[config.mk]
export PLATFORM = sky130hd
export DESIGN_NAME = coco_keymatrix
export DESIGN_NICKNAME = d
export VERILOG_FILES = /design/src/rtl/coco_keymatrix.sv
export SDC_FILE = /design/constraint.sdc
export NUM_CORES = 1
export LEC_CHECK = 0
export BUFFER_PORTS_ARGS = -buffer_cell sky130_fd_sc_hd__buf_2
export CORE_AREA = 2 2 154 81
export DETAILED_ROUTE_END_ITERATION = 10
export DIE_AREA = 0 0 156 83
export GPL_ROUTABILITY_DRIVEN = 0
export PLACE_DENSITY_LB_ADDON = 0.2
export SETUP_SLACK_MARGIN = 0.2
export SYNTH_ARGS = -nofsm -noshare
export SYNTH_HDL_FRONTEND = slang
export SYNTH_SLANG_ARGS = --single-unit
[constraint.sdc]
create_clock -name clk -period 2.8 [get_ports clk]
set_input_delay 0.28 -clock clk [delete_from_list [all_inputs] [get_ports clk]]
set_output_delay 0.28 -clock clk [all_outputs]
set_load 0.01 [all_outputs]
[src/rtl/coco_keymatrix.sv]
// PS/2-to-CoCo keyboard matrix: 7x8 key matrix with registered active-low row data.
// Optional `KEYMATRIX_DRAGON_EN` adds the Dragon row remap and clear-on-layout-change.
module coco_keymatrix #(
  parameter int unsigned HOLD_CYCLES = 2863600
) (
  input  logic        clk,
  input  logic        reset,
  input  logic [10:0] ps2_key,
  input  logic        dragon,
  input  logic [7:0]  col_strobe,
  input  logic [1:0]  fire,
  output logic [6:0]  row_out,
  output logic        caps_busy
);

  localparam int unsigned CntW = (HOLD_CYCLES > 1) ? $clog2(HOLD_CYCLES) : 1;
  localparam logic [CntW-1:0] CntLast = CntW'(HOLD_CYCLES - 1);

  typedef enum logic [1:0] {StIdle, StShift, StCombo, StRelease} seq_state_e;

  logic [10:0]      key_q;
  logic             key_prev_q;
  logic [6:0][7:0]  mat_q, mat_d, synth, eff;
  seq_state_e       state_q, state_d;
  logic [CntW-1:0]  cnt_q, cnt_d;
  logic [6:0]       row_d, hit_coco, hit_phys;
  logic             key_ev, caps_make, dragon_chg;
  logic [6:0]       key_loc;

  // {valid, row[2:0], col[2:0]}
  function automatic logic [6:0] loc(input logic [2:0] r, input logic [2:0] c);
    return {1'b1, r, c};
  endfunction

  function automatic logic [6:0] map_key(input logic [8:0] k);
    logic [6:0] m;
    m = '0;
    case (k)
      9'h01C: m = loc(3'd0, 3'd1);  9'h032: m = loc(3'd0, 3'd2);  9'h021: m = loc(3'd0, 3'd3);
      9'h023: m = loc(3'd0, 3'd4);  9'h024: m = loc(3'd0, 3'd5);  9'h02B: m = loc(3'd0, 3'd6);
      9'h034: m = loc(3'd0, 3'd7);
      9'h033: m = loc(3'd1, 3'd0);  9'h043: m = loc(3'd1, 3'd1);  9'h03B: m = loc(3'd1, 3'd2);
      9'h042: m = loc(3'd1, 3'd3);  9'h04B: m = loc(3'd1, 3'd4);  9'h03A: m = loc(3'd1, 3'd5);
      9'h031: m = loc(3'd1, 3'd6);  9'h044: m = loc(3'd1, 3'd7);
      9'h04D: m = loc(3'd2, 3'd0);  9'h015: m = loc(3'd2, 3'd1);  9'h02D: m = loc(3'd2, 3'd2);
      9'h01B: m = loc(3'd2, 3'd3);  9'h02C: m = loc(3'd2, 3'd4);  9'h03C: m = loc(3'd2, 3'd5);
      9'h02A: m = loc(3'd2, 3'd6);  9'h01D: m = loc(3'd2, 3'd7);
      9'h022: m = loc(3'd3, 3'd0);  9'h035: m = loc(3'd3, 3'd1);  9'h01A: m = loc(3'd3, 3'd2);
      9'h175: m = loc(3'd3, 3'd3);  9'h172: m = loc(3'd3, 3'd4);  9'h16B: m = loc(3'd3, 3'd5);
      9'h066: m = loc(3'd3, 3'd5);  9'h174: m = loc(3'd3, 3'd6);  9'h029: m = loc(3'd3, 3'd7);
      9'h045: m = loc(3'd4, 3'd0);  9'h016: m = loc(3'd4, 3'd1);  9'h01E: m = loc(3'd4, 3'd2);
      9'h026: m = loc(3'd4, 3'd3);  9'h025: m = loc(3'd4, 3'd4);  9'h02E: m = loc(3'd4, 3'd5);
      9'h036: m = loc(3'd4, 3'd6);  9'h03D: m = loc(3'd4, 3'd7);
      9'h03E: m = loc(3'd5, 3'd0);  9'h046: m = loc(3'd5, 3'd1);
      9'h05A: m = loc(3'd6, 3'd0);  9'h16C: m = loc(3'd6, 3'd1);  9'h076: m = loc(3'd6, 3'd2);
      9'h012: m = loc(3'd6, 3'd7);  9'h059: m = loc(3'd6, 3'd7);
      default: m = '0;
    endcase
    return m;
  endfunction

`ifdef KEYMATRIX_DRAGON_EN
  logic dragon_q, dragon_prev_q;

  always_ff @(posedge clk or negedge reset) begin
    if (!reset) begin
      dragon_q      <= 1'b0;
      dragon_prev_q <= 1'b0;
    end else begin
      dragon_q      <= dragon;
      dragon_prev_q <= dragon_q;
    end
  end

  assign dragon_chg = dragon_q ^ dragon_prev_q;
`else
  logic unused_dragon;
  assign unused_dragon = dragon;
  assign dragon_chg    = 1'b0;
`endif

  assign key_ev    = key_q[10] ^ key_prev_q;
  assign key_loc   = map_key(key_q[8:0]);
  assign caps_make = key_ev && key_q[9] && (key_q[8:0] == 9'h058);

  always_ff @(posedge clk or negedge reset) begin
    if (!reset) begin
      key_q      <= '0;
      key_prev_q <= 1'b0;
      mat_q      <= '0;
      state_q    <= StIdle;
      cnt_q      <= '0;
      row_out    <= 7'h7F;
    end else begin
      key_q      <= ps2_key;
      key_prev_q <= key_q[10];
      mat_q      <= mat_d;
      state_q    <= state_d;
      cnt_q      <= cnt_d;
      row_out    <= row_d;
    end
  end

  // A layout change takes priority over a coincident key event.
  always_comb begin
    mat_d = mat_q;
    if (dragon_chg) begin
      mat_d = '0;
    end else if (key_ev && key_loc[6]) begin
      mat_d[key_loc[5:3]][key_loc[2:0]] = key_q[9];
    end
  end

  always_comb begin
    state_d = state_q;
    cnt_d   = cnt_q;
    unique case (state_q)
      StIdle: begin
        if (caps_make) begin
          state_d = StShift;
          cnt_d   = '0;
        end
      end
      default: begin
        if (cnt_q == CntLast) begin
          cnt_d = '0;
          unique case (state_q)
            StShift: state_d = StCombo;
            StCombo: state_d = StRelease;
            default: state_d = StIdle;
          endcase
        end else begin
          cnt_d = cnt_q + 1'b1;
        end
      end
    endcase
  end

  always_comb begin
    synth     = '0;
    caps_busy = (state_q != StIdle);
    unique case (state_q)
      StShift:   synth[6][7] = 1'b1;
      StCombo: begin
        synth[6][7] = 1'b1;
        synth[4][0] = 1'b1;
      end
      StRelease: synth[6][7] = 1'b1;
      default:   synth = '0;
    endcase
  end

  assign eff = mat_q | synth;

  always_comb begin
    for (int r = 0; r < 7; r++) begin
      hit_coco[r] = |(eff[r] & ~col_strobe);
    end
    hit_phys = hit_coco;
`ifdef KEYMATRIX_DRAGON_EN
    // CoCo row r lands on physical row (r+2) mod 6; row 6 stays put.
    if (dragon) begin
      hit_phys = {hit_coco[6], hit_coco[3:0], hit_coco[5:4]};
    end
`endif
    row_d = ~hit_phys & ~{5'b0, fire};
  end

endmodule

==> results.yml, run 1 <==
detailed_routing:
  drtIter0Drc: 653
  post-route-drc-count: 0
  totalWireLength_mm: 19.3
  viasPerCell: 6.49
  vias: 5565
  first_pass_iters: 5
  wl_per_cell_um: 22.5
  antenna_left: 0
die:
  fp.dieH_um: 83
  die_area_um2: 12900
  die_w_um: 156
  initial_core_util_pct: 50.3
  rows: 28
  pin_count: 32
  core-area_um2: 11500
hold_path:
  worstHoldStart: "ps2_key[3]"
  hold_path.class: "in2reg"
  hold_end: "key_q[3]"
  whs_path_depth: 1
final_layout:
  nets: 732
  multi_input_area_um2: 3480
  post-route-util_pct: 67.8
  fillCellCount: 813
  drive_gt1_share_pct: 44.9
  ff_latch_area_um2: 2500
  diodes: 0
  syn2layout_area_growth_pct: 34.7
clock_network:
  clock_latency_ns: 0.35
  cts_buffer_depth: 2
  cts_sinks: 99
  htree_levels: 3
  tritoncts: "built"
  clk_pin_slew_ns: 0.08
  cts_buffers: 9
  root_buffer: "clkbuf_16"
setup_path:
  worstReg2RegEnd: "mat_q[55]"
  critPathMaxFanout: 10
  end_kind: "flop"
  rrSetupSlack_ns: -0.15
  worstPathRequired_ns: 3.03
  start_kind: "flop"
  cp-startpoint: "key_q[1]"
  critical_path_class: "reg2reg"
  r2r_cells: 10
  crit_arrival_ns: 3.19
  reg2reg_from: "key_q[1]"
logic_synthesis:
  synth-seq-cells: 99
  async_flop_share_pct: 100
  ys_warn_count: 0
  netlist_instances: 583
  synth_top_flop_cell: "dfrtp_1"
  netlist_area_um2: 5800
  ys_seq_area_share_pct: 42.8
  synth_cell_types: 82
  synth_fp_nets: 612
  avgSynthCellArea_um2: 9.95
  synth_edf_count: 0
job:
  max_cap_viol_count: 0
timing:
  finalSetupViolCount: 27
  max_slew_margin_pct: 49.4
  drv_slew: 0
  clock.fmax_mhz: 338
  fin_ws_ns: -0.155
  worst_slew_pin_slew_ns: 0.756
  finalClockSkew_ns: 0.0124
  rsz0062_at_grt: "true"
  period_minus_slack_ns: 2.95
  finalCritPeriodShare_pct: 106
  hold_viol_final: 0
grt:
  grt_remaining_overflow: 0
  grt_pass1_vias: 5101
  grt_max_degree: 52
  antenna_found_initial: 0
  grt.total_usage_pct: 28.4
  grt_pass1_wl_mm: 28.2
placed_design:
  post-place-ws_ns: -0.188
  numPortBuffers: 30
  hpwl_mm: 12.4
outcome:
  violations: "negative setup slack"
  status: "finished, violations left"
power_and_ir_drop:
  p_leak_nw: 3.44
  power_density_nw_per_um2: 484
  peakVddDrop_mv: 0.365
  p_total_mw: 3.79
==> power by group <==
| part | leakage (nW) | total (mW) | internal, mW | switching [mW] |
|---|---|---|---|---|
| clock network | 0.144 | 1.25 | 0.665 | 0.582 |
| registers | 1.30 | 1.65 | 1.54 | 0.108 |
| logic | 1.99 | 0.886 | 0.371 | 0.515 |
| total | 3.44 | 3.79 | 2.58 | 1.20 |
==> layout by cell type, fill, tap and decap left out, drive strengths merged, types with 10 or more instances in the layout <==
master    n
buf     149
and3     10
a21oi    13
nand3    42
mux2     44
dfrtp    92
nor3     15
nor2     27
nand2    74
inv      18
a22oi    16
clkbuf   12
o21ai    40
==> repair_timing <==
action                     in CTS  in global routing
setup endpoints to repair      45                 47
hold endpoints to repair       28                  0
hold buffers                    1                  0
pin swaps                      13                 13
setup buffers                  24                 11
resized for setup              49                 57
gates cloned                    4                  1
==> final cells by class <==
| type | instances | area share, % |
|---|---|---|
| inverters | 18 | 0.864 |
| clock inverters | 5 | 0.576 |
| flip-flops and latches | 99 | 31.9 |
| well taps | 150 | 2.40 |
| multi-input cells | 424 | 44.5 |
| repair buffers | 151 | 16.5 |
| clock buffers | 11 | 3.23 |
==> metrics by stage <==
stage	hold slack, ns	cells	cell area, um^2	setup TNS (ns)
finish	0.0283	858	7820	-1.92
global route	0.0161	858	7820	-3.27
CTS	0.0289	846	7400	0
detailed placement	0.258	801	6650	-3.23
global placement	0.250	801	6650	-0.793
floorplan	-0.0156	583	5860	0
==> synthesized netlist by cell type (4+ instances only) <==
master / n / area, um^2
dfstp_2: 7 / 184
nand2b_1: 4 / 25.0
clkbuf_1: 21 / 78.8
nand3_1: 38 / 190
nor3b_1: 4 / 30.0
nand4_1: 9 / 56.3
o31ai_1: 4 / 30.0
o22ai_1: 4 / 25.0
nor3_1: 13 / 65.1
buf_2: 9 / 45.0
nor2b_1: 9 / 56.3
a21oi_1: 13 / 65.1
buf_6: 7 / 78.8
mux2_1: 15 / 169
a22oi_1: 16 / 120
o21ai_0: 37 / 185
o211ai_1: 5 / 37.5
dfrtp_1: 92 / 2300
buf_1: 4 / 15.0
ha_1: 5 / 62.6
nand2_1: 74 / 278
nor2_1: 23 / 86.3
inv_1: 16 / 60.1
nor4b_1: 5 / 43.8
mux2i_1: 5 / 50.1
buf_4: 4 / 30.0
nand3_2: 4 / 40.0
a22o_1: 6 / 52.6
and4_1: 4 / 35.0
and2_1: 4 / 25.0
mux2_2: 28 / 315
and3_1: 10 / 62.6
==> per-layer routing <==
metal	vias up	share of wire, %	global-route usage [%]
met5	-	0	2.78
met4	0	2.8	4.75
met3	71	12	11.2
met2	369	39	35.8
met1	2729	46	45.0
li1	2396	-	-
==> logic make-up after synthesis <==
group | Yosys count | synth area share, %
and+or+nand+nor | 241 | 25.2
adders and majority gates | 5 | 1.08
buffers and inverters | 63 | 5.43
muxes | 49 | 9.47
AOI/OAI and AO/OA | 121 | 15.2
xor gates and xnor gates | 5 | 0.755
DFF | 99 | 42.8
==> state kept, by name (all words and copies together), names as in the netlist <==
name        flops
key_q          11
row_out         7
cnt_q          22
mat_q          56
key_prev_q      1
state_q         2
==> worst max path at each step <==
stage / depth (start not counted) / slack (ns) / end
final: 10 / -0.15 / mat_q[55]
after global routing: 10 / -0.20 / mat_q[55]
after CTS: 10 / 0.02 / mat_q[7]
after detailed placement: 9 / -0.19 / mat_q[30]
after global placement: 9 / -0.07 / mat_q[32]
after floorplan: 11 / 0.14 / mat_q[9]
==> critical path, cell delays in order, from the launching register on <==
cell and delay [ns]:
dfrtp_2 0.44, buf_6 0.13, buf_12 0.12, and4b_1 0.20
o211ai_1 0.21, nand3_1 0.13, nand3b_4 0.20, or4b_1 0.58
o21ai_2 0.29, nand2b_4 0.21, mux2_2 0.32
(Power assumes the default switching activity.)
==> run 2: changes to the inputs <==
- CORE_AREA: 2 2 154 81 -> 2 2 110 112
- DIE_AREA: 0 0 156 83 -> 0 0 112 114
==> run 2 against run 1 <==
Against the previous run: the flow still finishes with violations (negative setup slack); global-route usage fell by 3.2 points; worst hold slack got worse by 0.024 ns; combinational power fell by 1%; sequential cell count did not move; critical path type unchanged.
==> results.yml, run 2 (same netlist as run 1, synthesis figures left out) <==
outcome:
  status: "finished, violations left"
  violations: "negative setup slack"
clock_network:
  htree_levels: 3
  cts_buffers: 9
  cts_buffer_depth: 2
  clock_latency_ns: 0.36
  cts_sinks: 99
  clk_pin_slew_ns: 0.08
  root_buffer: "clkbuf_16"
  ctsHoldBuffers: 0
  tritoncts: "built"
grt:
  antenna_found_initial: 0
  grt.total_usage_pct: 25.2
  grt_max_degree: 61
  grt_remaining_overflow: 0
  grt_pass1_vias: 4930
  grt_pass1_wl_mm: 25.6
setup_path:
  worstPathRequired_ns: 3.05
  max_stage_delay_ns: 0.41
  critical_path_class: "reg2reg"
  crit_arrival_ns: 3.10
  critPathMaxFanout: 6
  end_kind: "flop"
  slowest_stage: "or3_4"
  start_kind: "flop"
  crit_path_cell_trace: "buf_6 -> buf_4 -> buf_4 -> nor2_1 -> nand2_2 -> o22ai_4 -> or3_4 -> or3_4 -> a2111oi_4 -> nor3b_2 -> mux2_4"
placed_design:
  place_area_um2: 6610
  numPortBuffers: 30
  dp_cells: 793
  hpwl_mm: 10.4
final_layout:
  syn2layout_area_growth_pct: 37.8
  top_register: "mat_q"
  largest_reg_flops: 56
  design_area_um2: 8000
  reg.largest.list: "mat_q (56), cnt_q (22), key_q (11)"
  diodes: 0
  nets: 749
  ff_latch_area_um2: 2490
  final_cell_mix: "buf_4, dfrtp_1, nand2_1"
  post-route-util_pct: 68.3
  fillCellCount: 874
  drive_gt1_share_pct: 46.2
  multi_input_area_um2: 3520
  final_common_cell: "buf_4"
  fin_cells: 872
die:
  pin_count: 32
  core-area_um2: 11700
  rows: 40
  fp.dieH_um: 114
  die_w_um: 112
  die_area_um2: 12800
  initial_core_util_pct: 49.6
power_and_ir_drop:
  p_leak_nw: 3.60
  power_density_nw_per_um2: 471
  peakVddDrop_mv: 0.620
timing:
  finalClockSkew_ns: 0.00847
  period_minus_slack_ns: 2.86
  drv_slew: 0
  hold_viol_final: 0
  finalCritPeriodShare_pct: 102
  clock.fmax_mhz: 350
  worst_slew_pin_slew_ns: 1.07
  rsz0062_at_grt: "true"
  finalSetupViolCount: 7
  whs_ns: 0.00418
  max_slew_margin_pct: 28.3
  fin_ws_ns: -0.0551
detailed_routing:
  wl_per_cell_um: 19.9
  antenna_left: 0
  post-route-drc-count: 0
  vias: 5373
  viasPerCell: 6.16
  totalWireLength_mm: 17.4
  first_pass_iters: 5
  drtIter0Drc: 512
hold_path:
  hold_path.class: "in2async"
job:
  max_cap_viol_count: 0
run 2: changes by cell type in the layout (fill, tap and decap cells not counted), sizes merged:
cell / before / now
inv: 18 / 19
nor3b: 9 / 8
buf: 149 / 168
clkinv: 4 / 6
dlygate4sd3: 1 / 0
clkbuf: 12 / 9
clkinvlp: 1 / 0
nor2: 27 / 28
run 2: power by group:
group	internal [mW]	switching [mW]
Combinational	0.380	0.496
Clock	0.626	0.624
Sequential	1.54	0.0946
run 2: layer usage:
layer | part of all wire, % | track usage [%]
met2 | 47 | 39.3
met1 | 42 | 35.1
met3 | 6.4 | 4.68
met5 | 0 | 0
met4 | 4.3 | 9.76
run 2: stage by stage:
stage / setup WS (ns) / setup TNS (ns) / power (mW)
after floorplan: 0.145 / 0 / 2.13
after global placement: -0.0817 / -0.683 / 2.36
after detailed placement: -0.145 / -1.45 / 2.40
after CTS: 0.0424 / 0 / 3.69
after global routing: -0.155 / -2.21 / 3.91
final: -0.0551 / -0.224 / 3.76
run 2: final timing paths:
path / to / cells after the start / startpoint / slack (ns)
worst max register to register: mat_q[2] / 11 / key_q[3] / -0.06
worst min-delay path: mat_q[12] / 1 / reset / 0.004
max in group asynchronous: key_q[2] / 2 / reset / 2.07
min in group clk: key_q[8] / 1 / ps2_key[8] / 0.02
worst min register to register: mat_q[0] / 0 / mat_q[0] / 0.37
worst max-delay path: mat_q[2] / 11 / key_q[3] / -0.06
run 2: what timing repair did:
| item | 4_1_cts | 5_1_grt |
|---|---|---|
| setup endpoints to repair | 45 | 46 |
| gates resized for setup | 74 | 73 |
| pin swaps | 12 | 33 |
| buffers inserted | 23 | 36 |
| gates cloned | 4 | 0 |
run 2: layout make-up:
type | instances | share of cell area [%]
sequential | 99 | 31.2
clock buffer | 9 | 2.82
inverter | 18 | 0.861
clock inverter | 7 | 0.861
tap | 147 | 2.30
timing repair buffer | 168 | 17.9
multi-input combinational | 424 | 44.0
run 2: worst max-delay path, delay by kind of cell (launching register included):
| kind | cells | cell delay (ns) |
|---|---|---|
| and+or+nand+nor | 5 | 1.23 |
| AOI/OAI and AO/OA | 2 | 0.45 |
| buffers and inverters | 3 | 0.39 |
| DFF | 1 | 0.37 |
| muxes | 1 | 0.31 |
